<file path="config.mk">
export PLATFORM = sky130hd
export DESIGN_NAME = rsa_run_ctrl_flat
export DESIGN_NICKNAME = d
export VERILOG_FILES = /design/src/rtl/rsa_ctrl_pkg.sv /design/src/rtl/rsa_run_ctrl_if.sv /design/src/rtl/rsa_word_mux.sv /design/src/rtl/rsa_run_ctrl.sv /design/src/flat_wrapper.sv
export SDC_FILE = /design/constraint.sdc
export NUM_CORES = 1
export LEC_CHECK = 0
export CAP_MARGIN = 20
export CORE_UTILIZATION = 58
export CTS_CLUSTER_SIZE = 24
export DETAILED_ROUTE_END_ITERATION = 10
export PLACE_DENSITY = 0.93
export SLEW_MARGIN = 15
export SYNTH_ARGS = -nofsm -noshare
export SYNTH_HDL_FRONTEND = slang
export SYNTH_HIERARCHICAL = 1
export SYNTH_SLANG_ARGS = --single-unit
</file>
<file path="constraint.sdc">
create_clock -name clk -period 19.9 [get_ports clk]
set_input_delay 4.975 -clock clk [delete_from_list [all_inputs] [get_ports clk]]
set_output_delay 4.975 -clock clk [all_outputs]
set_load 0.05 [all_outputs]
</file>
<file path="src/rtl/rsa_ctrl_pkg.sv">
// Shared types and constants for the RSA run controller.
package rsa_ctrl_pkg;

  typedef enum logic [1:0] {
    StIdle,
    StLaunch,
    StArm,
    StWait
  } state_e;

  // STATUS register bit positions
  localparam int unsigned STAT_BUSY       = 0;
  localparam int unsigned STAT_DONE       = 1;
  localparam int unsigned STAT_TIMEOUT    = 2;
  localparam int unsigned STAT_IGNORED    = 3;
  localparam int unsigned STAT_ABORTED    = 4;
  localparam int unsigned STAT_RUNCNT_LSB = 16;

  // START register command bits
  localparam int unsigned START_BIT = 0;
  localparam int unsigned ABORT_BIT = 1;

  // Number of 32-bit RESULT words for a given engine width
  function automatic int unsigned result_words(int unsigned rsa_width);
    return rsa_width / 32;
  endfunction

endpackage

</file>
<file path="src/rtl/rsa_run_ctrl_if.sv">
// Simple register bus between the AXI4-Lite supporter and the run controller.
interface rsa_run_ctrl_if #(
  parameter int unsigned ADDR_W = 16
) ();
  logic              wr;
  logic [ADDR_W-1:0] wrAddr;
  logic [31:0]       wrData;
  logic              rd;
  logic [ADDR_W-1:0] rdAddr;
  logic [31:0]       rdData;

  modport master (
    output wr, wrAddr, wrData, rd, rdAddr,
    input  rdData
  );

  // Reads have no side effects, so the slave only needs the read address.
  modport slave (
    input  wr, wrAddr, wrData, rdAddr,
    output rdData
  );
endinterface

</file>
<file path="src/rtl/rsa_word_mux.sv">
// Selects one 32-bit word of a wide result; out-of-range indices read as zero.
module rsa_word_mux
  import rsa_ctrl_pkg::*;
#(
  parameter int unsigned WIDTH = 128,
  parameter int unsigned IDX_W = 14
) (
  input  logic [WIDTH-1:0] i_data,
  input  logic [IDX_W-1:0] i_idx,
  output logic [31:0]      o_word
);
  localparam int unsigned Words = result_words(WIDTH);

  // Word select with zero fill beyond the last word
  always_comb begin
    o_word = '0;
    for (int unsigned i = 0; i < Words; i++) begin
      if (i_idx == IDX_W'(i)) o_word = i_data[32*i +: 32];
    end
  end
endmodule

</file>
<file path="src/rtl/rsa_run_ctrl.sv">
// Register-mapped run controller for the modular exponentiation engine.
// Optional cycle counter built when RSA_CYCLE_COUNT_EN is defined.
module rsa_run_ctrl
  import rsa_ctrl_pkg::*;
#(
  parameter int unsigned C_S_AXI_ADDR_WIDTH = 16,
  parameter int unsigned C_S_AXI_DATA_WIDTH = 32,
  parameter int unsigned RSA_WIDTH          = 128,
  parameter int unsigned LAUNCH_CYCLES      = 2,
  parameter int unsigned TIMEOUT_CYCLES     = 1000000,
  parameter logic [C_S_AXI_ADDR_WIDTH-1:0] START_ADDR  = 16'hFFFC,
  parameter logic [C_S_AXI_ADDR_WIDTH-1:0] KEY_ADDR    = 16'hFFF8,
  parameter logic [C_S_AXI_ADDR_WIDTH-1:0] STATUS_ADDR = 16'hFFF4,
  parameter logic [C_S_AXI_ADDR_WIDTH-1:0] RUNS_ADDR   = 16'hFFF0,
  parameter logic [C_S_AXI_ADDR_WIDTH-1:0] CYCLES_ADDR = 16'hFFEC,
  parameter logic [C_S_AXI_ADDR_WIDTH-1:0] RESULT_BASE = 16'hFF00
) (
  input  logic                 clk,
  input  logic                 reset,
  rsa_run_ctrl_if.slave        bus,
  output logic [31:0]          key_select,
  output logic                 eng_reset,
  input  logic                 eng_ready,
  input  logic [RSA_WIDTH-1:0] eng_c,
  output logic                 busy
);
  localparam int unsigned AW      = C_S_AXI_ADDR_WIDTH;
  localparam int unsigned LaunchW = (LAUNCH_CYCLES > 1) ? $clog2(LAUNCH_CYCLES) : 1;
  localparam int unsigned WaitW   = (TIMEOUT_CYCLES > 1) ? $clog2(TIMEOUT_CYCLES) : 1;

  state_e               r_state;
  logic [31:0]          r_key_pending, r_key_select, r_runs, r_run_cnt;
  logic [RSA_WIDTH-1:0] r_result;
  logic                 r_done, r_timeout, r_ignored, r_aborted, r_eng_reset;
  logic [LaunchW-1:0]   r_launch_cnt;
  logic [WaitW-1:0]     r_wait_cnt;

  logic w_busy, w_wr_start, w_cmd_start, w_cmd_abort, w_accept, w_res_hit;
  logic [AW-1:0]                 w_res_off;
  logic [31:0]                   w_res_word, w_cycles, w_status;
  logic [C_S_AXI_DATA_WIDTH-1:0] w_rd_data;

  assign w_busy      = (r_state != StIdle);
  assign w_wr_start  = bus.wr && (bus.wrAddr == START_ADDR);
  assign w_cmd_start = w_wr_start && bus.wrData[START_BIT];
  assign w_cmd_abort = w_wr_start && bus.wrData[ABORT_BIT];
  assign w_accept    = w_cmd_start && !w_busy;

  assign busy       = w_busy;
  assign eng_reset  = r_eng_reset;
  assign key_select = r_key_select;

  // Plain configuration registers written over the bus
  always_ff @(posedge clk or posedge reset) begin
    if (reset) begin
      r_key_pending <= '0;
      r_runs        <= 32'd1;
    end else if (bus.wr) begin
      if (bus.wrAddr == KEY_ADDR)  r_key_pending <= bus.wrData;
      if (bus.wrAddr == RUNS_ADDR) r_runs        <= bus.wrData;
    end
  end

  // Run sequencing FSM with registered engine controls and sticky status
  always_ff @(posedge clk or posedge reset) begin
    if (reset) begin
      r_state      <= StIdle;
      r_key_select <= '0;
      r_run_cnt    <= '0;
      r_result     <= '0;
      r_done       <= 1'b0;
      r_timeout    <= 1'b0;
      r_ignored    <= 1'b0;
      r_aborted    <= 1'b0;
      r_eng_reset  <= 1'b0;
      r_launch_cnt <= '0;
      r_wait_cnt   <= '0;
    end else begin
      if (w_cmd_start && w_busy && !w_cmd_abort) r_ignored <= 1'b1;
      if (w_busy && w_cmd_abort) begin
        // Abort beats any capture or launch in the same cycle
        r_eng_reset <= 1'b1;
        r_state     <= StIdle;
        r_aborted   <= 1'b1;
      end else begin
        unique case (r_state)
          StIdle: begin
            r_eng_reset <= 1'b0;
            if (w_cmd_start) begin
              r_done       <= 1'b0;
              r_timeout    <= 1'b0;
              r_aborted    <= 1'b0;
              r_ignored    <= 1'b0;
              r_result     <= '0;
              r_key_select <= r_key_pending;
              r_run_cnt    <= (r_runs == '0) ? 32'd1 : r_runs;
              r_launch_cnt <= '0;
              r_eng_reset  <= 1'b1;
              r_state      <= StLaunch;
            end
          end
          StLaunch: begin
            if (r_launch_cnt == LaunchW'(LAUNCH_CYCLES - 1)) begin
              r_eng_reset <= 1'b0;
              r_state     <= StArm;
            end else begin
              r_launch_cnt <= r_launch_cnt + 1'b1;
            end
          end
          StArm: begin
            // A ready left over from the previous run is not looked at here
            r_wait_cnt <= '0;
            r_state    <= StWait;
          end
          StWait: begin
            if (eng_ready) begin
              r_result  <= eng_c;
              r_run_cnt <= r_run_cnt - 32'd1;
              if (r_run_cnt > 32'd1) begin
                r_launch_cnt <= '0;
                r_eng_reset  <= 1'b1;
                r_state      <= StLaunch;
              end else begin
                r_done  <= 1'b1;
                r_state <= StIdle;
              end
            end else if (r_wait_cnt == WaitW'(TIMEOUT_CYCLES - 1)) begin
              r_eng_reset <= 1'b1;
              r_timeout   <= 1'b1;
              r_state     <= StIdle;
            end else begin
              r_wait_cnt <= r_wait_cnt + 1'b1;
            end
          end
          default: r_state <= StIdle;
        endcase
      end
    end
  end

`ifdef RSA_CYCLE_COUNT_EN
  logic [31:0] r_cycles;

  // Saturating count of WAIT cycles over all runs of one start
  always_ff @(posedge clk or posedge reset) begin
    if (reset) begin
      r_cycles <= '0;
    end else if (w_accept) begin
      r_cycles <= '0;
    end else if (r_state == StWait && r_cycles != '1) begin
      r_cycles <= r_cycles + 32'd1;
    end
  end

  assign w_cycles = r_cycles;
`else
  assign w_cycles = '0;
`endif

  assign w_res_off = bus.rdAddr - RESULT_BASE;
  assign w_res_hit = (bus.rdAddr >= RESULT_BASE) && (w_res_off[1:0] == 2'b00);

  rsa_word_mux #(
    .WIDTH (RSA_WIDTH),
    .IDX_W (AW - 2)
  ) u_word_mux (
    .i_data (r_result),
    .i_idx  (w_res_off[AW-1:2]),
    .o_word (w_res_word)
  );

  // Combinational read decode; control registers win over the result window
  always_comb begin
    w_status                     = '0;
    w_status[STAT_BUSY]          = w_busy;
    w_status[STAT_DONE]          = r_done;
    w_status[STAT_TIMEOUT]       = r_timeout;
    w_status[STAT_IGNORED]       = r_ignored;
    w_status[STAT_ABORTED]       = r_aborted;
    w_status[STAT_RUNCNT_LSB+:16] = r_run_cnt[15:0];

    w_rd_data = '0;
    if (bus.rdAddr == STATUS_ADDR)      w_rd_data = w_status;
    else if (bus.rdAddr == KEY_ADDR)    w_rd_data = r_key_pending;
    else if (bus.rdAddr == RUNS_ADDR)   w_rd_data = r_runs;
    else if (bus.rdAddr == CYCLES_ADDR) w_rd_data = w_cycles;
    else if (w_res_hit)                 w_rd_data = w_res_word;
  end

  assign bus.rdData = w_rd_data;
endmodule

</file>
<file path="src/flat_wrapper.sv">
// flat-port wrapper written by rule: the top's interface ports become plain ports
module rsa_run_ctrl_flat import rsa_ctrl_pkg::*;
#(
  parameter int unsigned C_S_AXI_ADDR_WIDTH = 16,
  parameter int unsigned C_S_AXI_DATA_WIDTH = 32,
  parameter int unsigned RSA_WIDTH          = 128,
  parameter int unsigned LAUNCH_CYCLES      = 2,
  parameter int unsigned TIMEOUT_CYCLES     = 1000000,
  parameter logic [C_S_AXI_ADDR_WIDTH-1:0] START_ADDR  = 16'hFFFC,
  parameter logic [C_S_AXI_ADDR_WIDTH-1:0] KEY_ADDR    = 16'hFFF8,
  parameter logic [C_S_AXI_ADDR_WIDTH-1:0] STATUS_ADDR = 16'hFFF4,
  parameter logic [C_S_AXI_ADDR_WIDTH-1:0] RUNS_ADDR   = 16'hFFF0,
  parameter logic [C_S_AXI_ADDR_WIDTH-1:0] CYCLES_ADDR = 16'hFFEC,
  parameter logic [C_S_AXI_ADDR_WIDTH-1:0] RESULT_BASE = 16'hFF00
)
  (clk, reset, key_select, eng_reset, eng_ready, eng_c, busy, bus_wr, bus_wrAddr, bus_wrData, bus_rdAddr, bus_rdData);
  rsa_run_ctrl_if #(.ADDR_W((16))) bus_i ();
  input  logic clk;
  input  logic reset;
  output logic [31:0] key_select;
  output logic eng_reset;
  input  logic eng_ready;
  input  logic [RSA_WIDTH-1:0] eng_c;
  output logic busy;
  input wire logic [$bits(bus_i.wr)-1:0] bus_wr;
  input wire logic [$bits(bus_i.wrAddr)-1:0] bus_wrAddr;
  input wire logic [$bits(bus_i.wrData)-1:0] bus_wrData;
  input wire logic [$bits(bus_i.rdAddr)-1:0] bus_rdAddr;
  output wire logic [$bits(bus_i.rdData)-1:0] bus_rdData;
  assign bus_i.wr = bus_wr;
  assign bus_i.wrAddr = bus_wrAddr;
  assign bus_i.wrData = bus_wrData;
  assign bus_i.rdAddr = bus_rdAddr;
  assign bus_rdData = bus_i.rdData;
  rsa_run_ctrl #(.C_S_AXI_ADDR_WIDTH(C_S_AXI_ADDR_WIDTH), .C_S_AXI_DATA_WIDTH(C_S_AXI_DATA_WIDTH), .RSA_WIDTH(RSA_WIDTH), .LAUNCH_CYCLES(LAUNCH_CYCLES), .TIMEOUT_CYCLES(TIMEOUT_CYCLES), .START_ADDR(START_ADDR), .KEY_ADDR(KEY_ADDR), .STATUS_ADDR(STATUS_ADDR), .RUNS_ADDR(RUNS_ADDR), .CYCLES_ADDR(CYCLES_ADDR), .RESULT_BASE(RESULT_BASE)) u_core (.clk(clk), .reset(reset), .bus(bus_i), .key_select(key_select), .eng_reset(eng_reset), .eng_ready(eng_ready), .eng_c(eng_c), .busy(busy));
endmodule
</file>
### Word-level counts from Yosys, hierarchy flattened

Cells that the tools add are included.

| word-level totals | value |
|---|---|
| bits of input ports | 196 |
| logic and storage cells | 124 |
| register bits after elaboration | 284 |

| operators by class | value |
|---|---|
| $add $sub $neg | 4 |
| bitwise operators | 1 |
| reductions and logical operators | 30 |
| equal/unequal tests | 25 |
| order comparisons | 2 |
| muxes and demuxes | 49 |

Operator list:

| operator | number |
|---|---|
| 32-bit two-way mux | 12 |
| 128-bit two-way mux | 2 |
| 128-bit case mux with 2 select lines | 1 |
| 16-bit == test, second input constant | 7 |
| 32-bit case mux with 2 select lines | 1 |
| 20-bit two-way mux | 2 |
| 20-bit case mux with 2 select lines | 1 |
| 32-bit by 1-bit greater-than comparator with 1-bit output, second input constant | 1 |
| 32-bit zero test | 1 |
| 32-bit by 1-bit subtractor with 32-bit output, second input constant | 1 |
| 14-bit by 2-bit == test with 1-bit output, second input constant | 2 |
| 20-bit by 1-bit adder with 20-bit output, second input constant | 1 |
| 20-bit == test, second input constant | 1 |
| 1-bit two-way mux | 20 |
| 16-bit greater-or-equal comparator, second input constant | 1 |
| 16-bit subtractor, second input constant | 1 |
| 5-bit AND reduction | 3 |
| 14-bit by 1-bit == test with 1-bit output, second input constant | 1 |
| 14-bit zero test | 1 |
| 4-bit AND reduction | 3 |
| 2-bit two-way mux | 5 |
| 2-bit nonzero test | 5 |
| 2-bit != test, second input constant | 4 |
| 4-bit by 2-bit != test with 1-bit output, second input constant | 2 |
| 16 further kinds | 32 |

### Longest topological paths before layout

Gate-level depths: netlist of run 1.

| depth | value |
|---|---|
| depth in word-level cells | 11 |
| gate-level depth with buffers | 11 |
| gate-level depth less buffers | 10 |

### Hierarchy

Netlist of run 1, hierarchy kept.

Modules (own cells, without submodules):

| module | instances | cells each | area an instance (um2) | seq. area each (um2) |
|---|---|---|---|---|
| rsa_run_ctrl | 1 | 1524 | 13646.8 | 7108.1 |
| rsa_word_mux | 1 | 83 | 1121.1 | 0.0 |

### Least setup slack after synthesis of run 1

No wires, ideal clock.

| path | value |
|---|---|
| path type | input port to output port |
| start point | input bus_rdAddr[12] |
| end point | output bus_rdData[10] |
| setup slack | 7.343 ns |
| arrival | 7.582 ns |
| cell stages on the path | 9 |
| path through | and3_1 and3_1 nand3_1 xnor2_1 nor4_1 clkbuf_1 and4_1 nand2_1 a211oi_1 |

| on the way | value |
|---|---|
| cells in the longest elaborated chain, start to end | 11 |
| elaborated cells on any way between the ends | 20 |

RTL lines:

| element | line | text |
|---|---|---|
| from (decl) | flat_wrapper.sv:28 | `input wire logic [$bits(bus_i.rdAddr)-1:0] bus_rdAddr;` |
| 16-bit subtractor (*) | rsa_run_ctrl.sv:160 | `assign w_res_off = bus.rdAddr - RESULT_BASE;` |
| net u_core.w_res_off[15] | rsa_run_ctrl.sv:39 | `logic [AW-1:0] w_res_off;` |
| 14-bit zero test | rsa_word_mux.sv:18 | `if (i_idx == IDX_W'(i)) o_word = i_data[32*i +: 32];` |
| 32-bit two-way mux (3 in series) | rsa_word_mux.sv:18 |  |
| 32-bit two-way mux (*) | rsa_word_mux.sv:18 |  |
| net u_core.w_res_word[10] | rsa_run_ctrl.sv:40 | `logic [31:0] w_res_word, w_cycles, w_status;` |
| 32-bit two-way mux (*) | rsa_run_ctrl.sv:187 | `else if (w_res_hit) w_rd_data = w_res_word;` |
| 32-bit two-way mux (*) | rsa_run_ctrl.sv:186 | `else if (bus.rdAddr == CYCLES_ADDR) w_rd_data = w_cycles;` |
| 32-bit two-way mux (*) | rsa_run_ctrl.sv:185 | `else if (bus.rdAddr == RUNS_ADDR) w_rd_data = r_runs;` |
| 32-bit two-way mux (*) | rsa_run_ctrl.sv:184 | `else if (bus.rdAddr == KEY_ADDR) w_rd_data = r_key_pending;` |
| 32-bit two-way mux (*) | rsa_run_ctrl.sv:183 | `if (bus.rdAddr == STATUS_ADDR) w_rd_data = w_status;` |
| to (decl) | flat_wrapper.sv:29 | `output wire logic [$bits(bus_i.rdData)-1:0] bus_rdData;` |

The timed path passes the listed nets; every way through them passes the cells marked *.

### Worst setup path in the final report of run 1

| path | value |
|---|---|
| start point | input bus_rdAddr[8] |
| end point | output bus_rdData[5] |

| on the way | value |
|---|---|
| cells in the longest elaborated chain, start to end | 11 |
| elaborated cells on any way between the ends | 20 |

RTL lines:

| element | line |
|---|---|
| 16-bit subtractor | rsa_run_ctrl.sv:160 |
| 14-bit zero test | rsa_word_mux.sv:18 |
| 32-bit two-way mux (4 in series) | rsa_word_mux.sv:18 |
| 32-bit two-way mux | rsa_run_ctrl.sv:187 |
| 32-bit two-way mux | rsa_run_ctrl.sv:186 |
| 32-bit two-way mux | rsa_run_ctrl.sv:185 |
| 32-bit two-way mux | rsa_run_ctrl.sv:184 |
| 32-bit two-way mux (*) | rsa_run_ctrl.sv:183 |

Every way passes the cells marked *; elsewhere a longest branch is shown, timed or not.

==> flow_summary.yaml, run 1 <==
setup_path:
  crit_buf_inv: 2
  end_kind: "primary output"
  worst_setup_path_start_kind: "primary input"
  critPathKind: "primary input to primary output"
  path_delay_family: "simple AND/OR/NAND/NOR gates"
  critPathMaxFanout: 22
  r2r_cells: 9
  critPathMaxStageDelay_ns: 0.88
  worstPathRequired_ns: 14.93
  reg2reg_slack_ns: 15.11
  worstPathArrival_ns: 8.63
  r2r-start: "u_core/r_state[0]"
  r2r-end: "u_core/r_run_cnt[12]"
  slowest_stage: "or4_1"
  path_cells: "clkdlybuf4s50_1, ha_1, nand3_1, or4_1, nand2b_1, a211oi_1, clkdlybuf4s50_1"
  cp_common_cell: "clkdlybuf4s50_1"
global_route:
  grt_pass1_wl_um: 74200
  grtUsageTotal: 0.367
  grt-ovfl-total: 0
  first_global_vias: 13558
  antenna_found_initial: 2
  grt_max_degree: 131
timing:
  hold_violations: 0
  rsz0062_at_grt: "false"
  fin_skew_ns: 0.0172
  fin_tns_setup_ns: 0
  finalCriticalPeriod_ns: 13.60
  setup_violations: 0
  min_period_over_period: 0.684
  slew_headroom: 0.300
  holdWs_ns: 0.465
  slew_violations: 0
  max_freq_mhz: 73.5
  worstMarginPinSlew_ns: 1.05
synth:
  netlist_instances: 1607
  ys_ff_latch: 284
  synth-edff-count: 0
  synthesis.area_um2: 14800
  async_reset_ff_frac: 1.00
  yosys_most_used_dff: "dfrtp_1"
  ys_seq_area_frac: 0.481
  yosysWarnings: 6
  synth_cell_types: 75
  syn_avg_cell_area_um2: 9.19
  syn_nets: 1811
cts:
  cts_max_level: 1
  cts_hold_buf: 0
  cts-root-buf: "clkbuf_16"
  clk_pin_slew_worst_paths_ns: 0.06
  cts_setup_buffers: 0
  cts_tree: "done"
  clock_latency_ns: 0.56
  cts_buffers: 30
  cts-resized-gates: 0
  clockBufferDepth: 3
  clock_sinks: 284
placed_design:
  port-buffer-count: 261
  dp_hpwl_um: 32800
  place_area_um2: 17400
  place_congestion: 1.06
floorplanning:
  io_pins: 262
  die_h_um: 162
  core-area_um2: 25100
  die_w_um: 162
  dieArea_um2: 26100
  rows: 58
  start_util: 0.588
status:
  outcome: "finished, final reports clean"
route:
  vias: 13763
  wl_um: 47200
  ant_nets: 0
  vias_per_cell: 6.39
  wl_per_cell_um: 21.9
  met2RoutedLength_um: 22200
  drc: 0
  wl_met3_um: 5270
  wirelength_met1_um: 17500
  first_pass_iters: 9
  drtIter0Drc: 1881
  top_layer: "met5"
worst_hold_path:
  hp-class: "register to register"
  holdPathStages: 2
  holdPathEnd: "u_core/r_result[114]"
  worstHoldStart: "u_core/r_result[114]"
finish:
  final_nets: 2004
  multi_input_comb_area_um2: 7130
  area.growth.synth_to_final_pct: 25.6
  fillCellCount: 1765
  post-route-cell-area_um2: 18500
  drive_gt1_frac: 0.0959
  regArea_um2: 7110
power:
  peakVddDrop_uv: 58.4
  power_leakage_nw: 8.72
  p_per_area_nw_per_um2: 65.8
flow_run:
  cap_violations: 0
==> power breakdown <==
part	switching [W]	internal [W]	total [W]	leakage, nW
sequential	0.000000636	0.000578	0.000578	3.95
clock	0.000233	0.000335	0.000568	0.494
combinational	0.0000337	0.0000405	0.0000742	4.27
==> cells in the mapped netlist, drive strengths merged, types with 3 or more instances <==
master | instances | area (µm²)
o21ai | 76 | 380
nand2 | 444 | 1670
xnor2 | 5 | 43.8
nor2 | 94 | 355
and3 | 21 | 131
nand4 | 9 | 56.3
xor2 | 15 | 131
nand3 | 153 | 766
mux2i | 3 | 30.0
mux4 | 32 | 728
or4 | 7 | 56.3
clkbuf | 68 | 255
nor2b | 4 | 25.0
or3 | 4 | 25.0
nor4 | 25 | 199
nand2b | 4 | 25.0
inv | 15 | 56.3
a22oi | 4 | 30.0
ha | 8 | 100
o211ai | 29 | 223
dfrtp | 283 | 7080
a31oi | 9 | 62.6
buf | 51 | 299
mux2 | 64 | 721
and4 | 35 | 307
a32oi | 3 | 26.3
or2 | 3 | 18.8
o31a | 3 | 26.3
a211oi | 14 | 105
a21oi | 54 | 270
a311oi | 9 | 78.8
nor3b | 4 | 30.0
nor3 | 20 | 116
o2111ai | 5 | 43.8
==> per-stage QoR <==
step           cells  power [W]  setup WS [ns]   util
2_1_floorplan   1607   0.000612           7.09      -
3_3_place_gp    2093   0.000661           6.40  0.694
3_5_place_dp    2094   0.000662           6.32  0.694
4_1_cts         2150    0.00123           6.35  0.735
5_1_grt         2154    0.00126           6.22  0.739
6_report        2155    0.00122           6.30  0.739
==> logic make-up after synthesis <==
logic type	after synthesis	share of synthesized area
AOI/OAI and AO/OA	226	0.0968
xor gates and xnor gates	20	0.0119
adders and majority gates	8	0.00678
buffers and inverters	134	0.0413
DFF	284	0.481
muxes	99	0.100
and+or+nand+nor	836	0.262
==> flip-flops by register name, indices dropped and copies added, names as in the netlist <==
| name | cells |
|---|---|
| u_core/r_result | 128 |
| u_core/key_select | 32 |
| u_core/r_key_pending | 32 |
| u_core/r_run_cnt | 32 |
| u_core/r_runs | 32 |
| u_core/r_wait_cnt | 20 |
| u_core/r_state | 2 |
| u_core/eng_reset | 1 |
| u_core/r_aborted | 1 |
| u_core/r_done | 1 |
| u_core/r_ignored | 1 |
| u_core/r_launch_cnt | 1 |
| u_core/r_timeout | 1 |
==> worst min-delay path: cells and delay by family (launching register included) <==
| family | cells | cell delay [ns] |
|---|---|---|
| AND/OR/NAND/NOR | 2 | 0.10 |
| flip-flops | 1 | 0.33 |
==> layout by cell type, fill, tap and decap left out, types with 28 or more instances in the layout <==
cell               n
nand2_1          443
clkdlybuf4s50_1  259
o211ai_1          28
o21ai_0           62
mux4_2            30
and4_1            35
mux2_2            42
a21oi_1           53
dfrtp_1          283
nor2_1            93
clkbuf_16         31
nand3_1          152
==> metal layers <==
layer  global-route usage  vias to the layer above
li1                     -                     6046
met1                0.478                     6624
met2                0.589                      907
met3               0.0953                      184
met4                0.143                        2
met5                    0                        -
==> area by class of cell <==
type / count / area share
timing repair buffer: 280 / 0.151
clock inverter: 10 / 0.00479
antenna: 1 / 0.000135
tap: 330 / 0.0223
inverter: 15 / 0.00344
multi-input combinational: 1189 / 0.384
sequential: 284 / 0.383
clock buffer: 46 / 0.0503
==> worst max-delay path by stage <==
stage	start	cells past startpoint	slack [ns]	end
6_report	bus_rdAddr[8]	7	6.30	bus_rdData[5]
4_1_cts	bus_rdAddr[8]	7	6.35	bus_rdData[5]
3_5_place_dp	bus_rdAddr[8]	7	6.32	bus_rdData[5]
3_3_place_gp	bus_rdAddr[8]	7	6.40	bus_rdData[5]
2_1_floorplan	reset	1	7.09	u_core/eng_reset
5_1_grt	bus_rdAddr[8]	7	6.22	bus_rdData[5]
No activity file was read; power rests on OpenSTA's default activity.
==> run 2, diff against run 1 <==
Settings changed: CORE_UTILIZATION 58 to 48, PLACE_DENSITY 0.93 to 0.83.
Clock period 19.9 ns to 12.1 ns, I/O delays scaled along.
==> flow_summary.yaml, run 2 (synthesis results as in run 1) <==
global_route:
  grt_max_degree: 141
  grt-ovfl-total: 0
  antenna_found_initial: 1
  grtUsageTotal: 0.297
  first_global_vias: 13107
  grt_pass1_wl_um: 72500
cts:
  clk_pin_slew_worst_paths_ns: 0.06
  cts-root-buf: "clkbuf_16"
  cts-resized-gates: 0
  cts_setup_buffers: 0
  cts_tree: "done"
  cts_hold_buf: 0
  clock_latency_ns: 0.56
  cts_max_level: 1
  clock_sinks: 284
  clockBufferDepth: 3
  cts_buffers: 31
timing:
  rsz0062_at_grt: "false"
  fin_skew_ns: 0.00908
  worstMarginPinSlew_ns: 1.03
  hold_violations: 0
  finalCriticalPeriod_ns: 9.58
  fin_tns_setup_ns: 0
  min_period_over_period: 0.792
  slew_violations: 0
  setup_violations: 0
  slew_headroom: 0.313
  max_freq_mhz: 104
finish:
  final_nets: 2007
  largest_reg_flops: 128
  final_util: 0.621
  area.growth.synth_to_final_pct: 26.0
  drive_gt1_frac: 0.0970
  layout_commonest_cell: "nand2_1"
  antenna_cells: 0
  regMostFlops: "u_core/r_result"
  layout_common_cells: "nand2_1, dfrtp_1, clkdlybuf4s50_1, nand3_1, nor2_1"
route:
  drc: 0
  drtIter0Drc: 1617
  wl_um: 46300
  first_pass_iters: 5
  wl_per_cell_um: 20.9
  vias: 13262
  ant_nets: 0
  vias_per_cell: 5.99
setup_path:
  path_delay_family: "buffers and inverters"
  slowest_stage: "clkdlybuf4s50_1"
  critPathKind: "primary input to primary output"
  worst_setup_path_start_kind: "primary input"
  critPathMaxStageDelay_ns: 0.72
  critPathMaxFanout: 20
  crit_buf_inv: 3
  end_kind: "primary output"
  worstPathRequired_ns: 9.07
  worstPathArrival_ns: 6.56
  path_cells: "clkdlybuf4s50_1, nand4_1, nor2_1, nand2_1, buf_4, a2bb2oi_1, a21oi_1, nor2_1, clkdlybuf4s50_1"
floorplanning:
  core-area_um2: 30000
  io_pins: 262
  die_w_um: 177
  start_util: 0.493
  rows: 63
  dieArea_um2: 31500
  die_h_um: 177
placed_design:
  port-buffer-count: 261
  place_congestion: 1.00
  dp_hpwl_um: 32700
flow_run:
  cap_violations: 0
worst_hold_path:
  hp-class: "register to register"
status:
  outcome: "finished, final reports clean"
power:
  peakVddDrop_uv: 92.1
  p_per_area_nw_per_um2: 111
  power_leakage_nw: 8.71
## run 2: final timing paths
| kind | from | end | slack, ns | cells past startpoint |
|---|---|---|---|---|
| worst max-delay path | bus_rdAddr[5] | bus_rdData[0] | 2.52 | 9 |
| max in group asynchronous | reset | u_core/r_result[3] | 7.43 | 3 |
| worst max register to register | u_core/r_state[0] | u_core/r_run_cnt[22] | 7.76 | 7 |
| worst min-delay path | u_core/r_result[95] | u_core/r_result[95] | 0.46 | 2 |
| worst min register to register | u_core/r_result[95] | u_core/r_result[95] | 0.46 | 2 |
| min in group asynchronous | reset | u_core/key_select[18] | 3.06 | 2 |
## run 2: final cells by class
cell class | instances | area, µm²
clock buffer | 38 | 852
clock inverter | 17 | 225
fill | 2493 | 11300
inverter | 15 | 63.8
multi-input combinational | 1189 | 7120
sequential | 284 | 7110
tap | 390 | 488
timing repair buffer | 282 | 2760
## run 2: worst reg2reg max path: stages, from the launching register on
cell and delay (ns):
dfrtp_1 0.53, ha_4 0.84, nand2_1 0.47, a211oi_1 0.62
a21o_4 0.55, buf_4 0.79, a21oi_1 0.17, a311oi_1 0.27
## run 2: power by group
| group | switching, W | internal (W) |
|---|---|---|
| Clock | 0.000393 | 0.000603 |
| Sequential | 0.000000983 | 0.000950 |
| Combinational | 0.0000557 | 0.0000656 |
| Total | 0.000450 | 0.00162 |
## run 2: per-stage QoR
stage                     instances  area [µm²]  total power (W)  hold WS (ns)  setup slack, ns
final                          2215       18600          0.00207         0.458             2.52
after global routing           2215       18600          0.00213         0.485             2.43
after CTS                      2214       18600          0.00208         0.466             2.59
after detailed placement       2159       17500          0.00109         0.452             2.62
after global placement         2158       17500          0.00109         0.441             2.73
after floorplan                1607       14800          0.00101         0.430             1.24
## run 2: metal layers
metal | part of all wire | vias up | track usage | wire, µm
met5 | 0 | - | 0 | 0
met4 | 0.031 | 0 | 0.0944 | 1430
met3 | 0.085 | 96 | 0.0581 | 3950
met2 | 0.47 | 669 | 0.476 | 21700
met1 | 0.41 | 6455 | 0.405 | 19200
li1 | - | 6042 | - | -
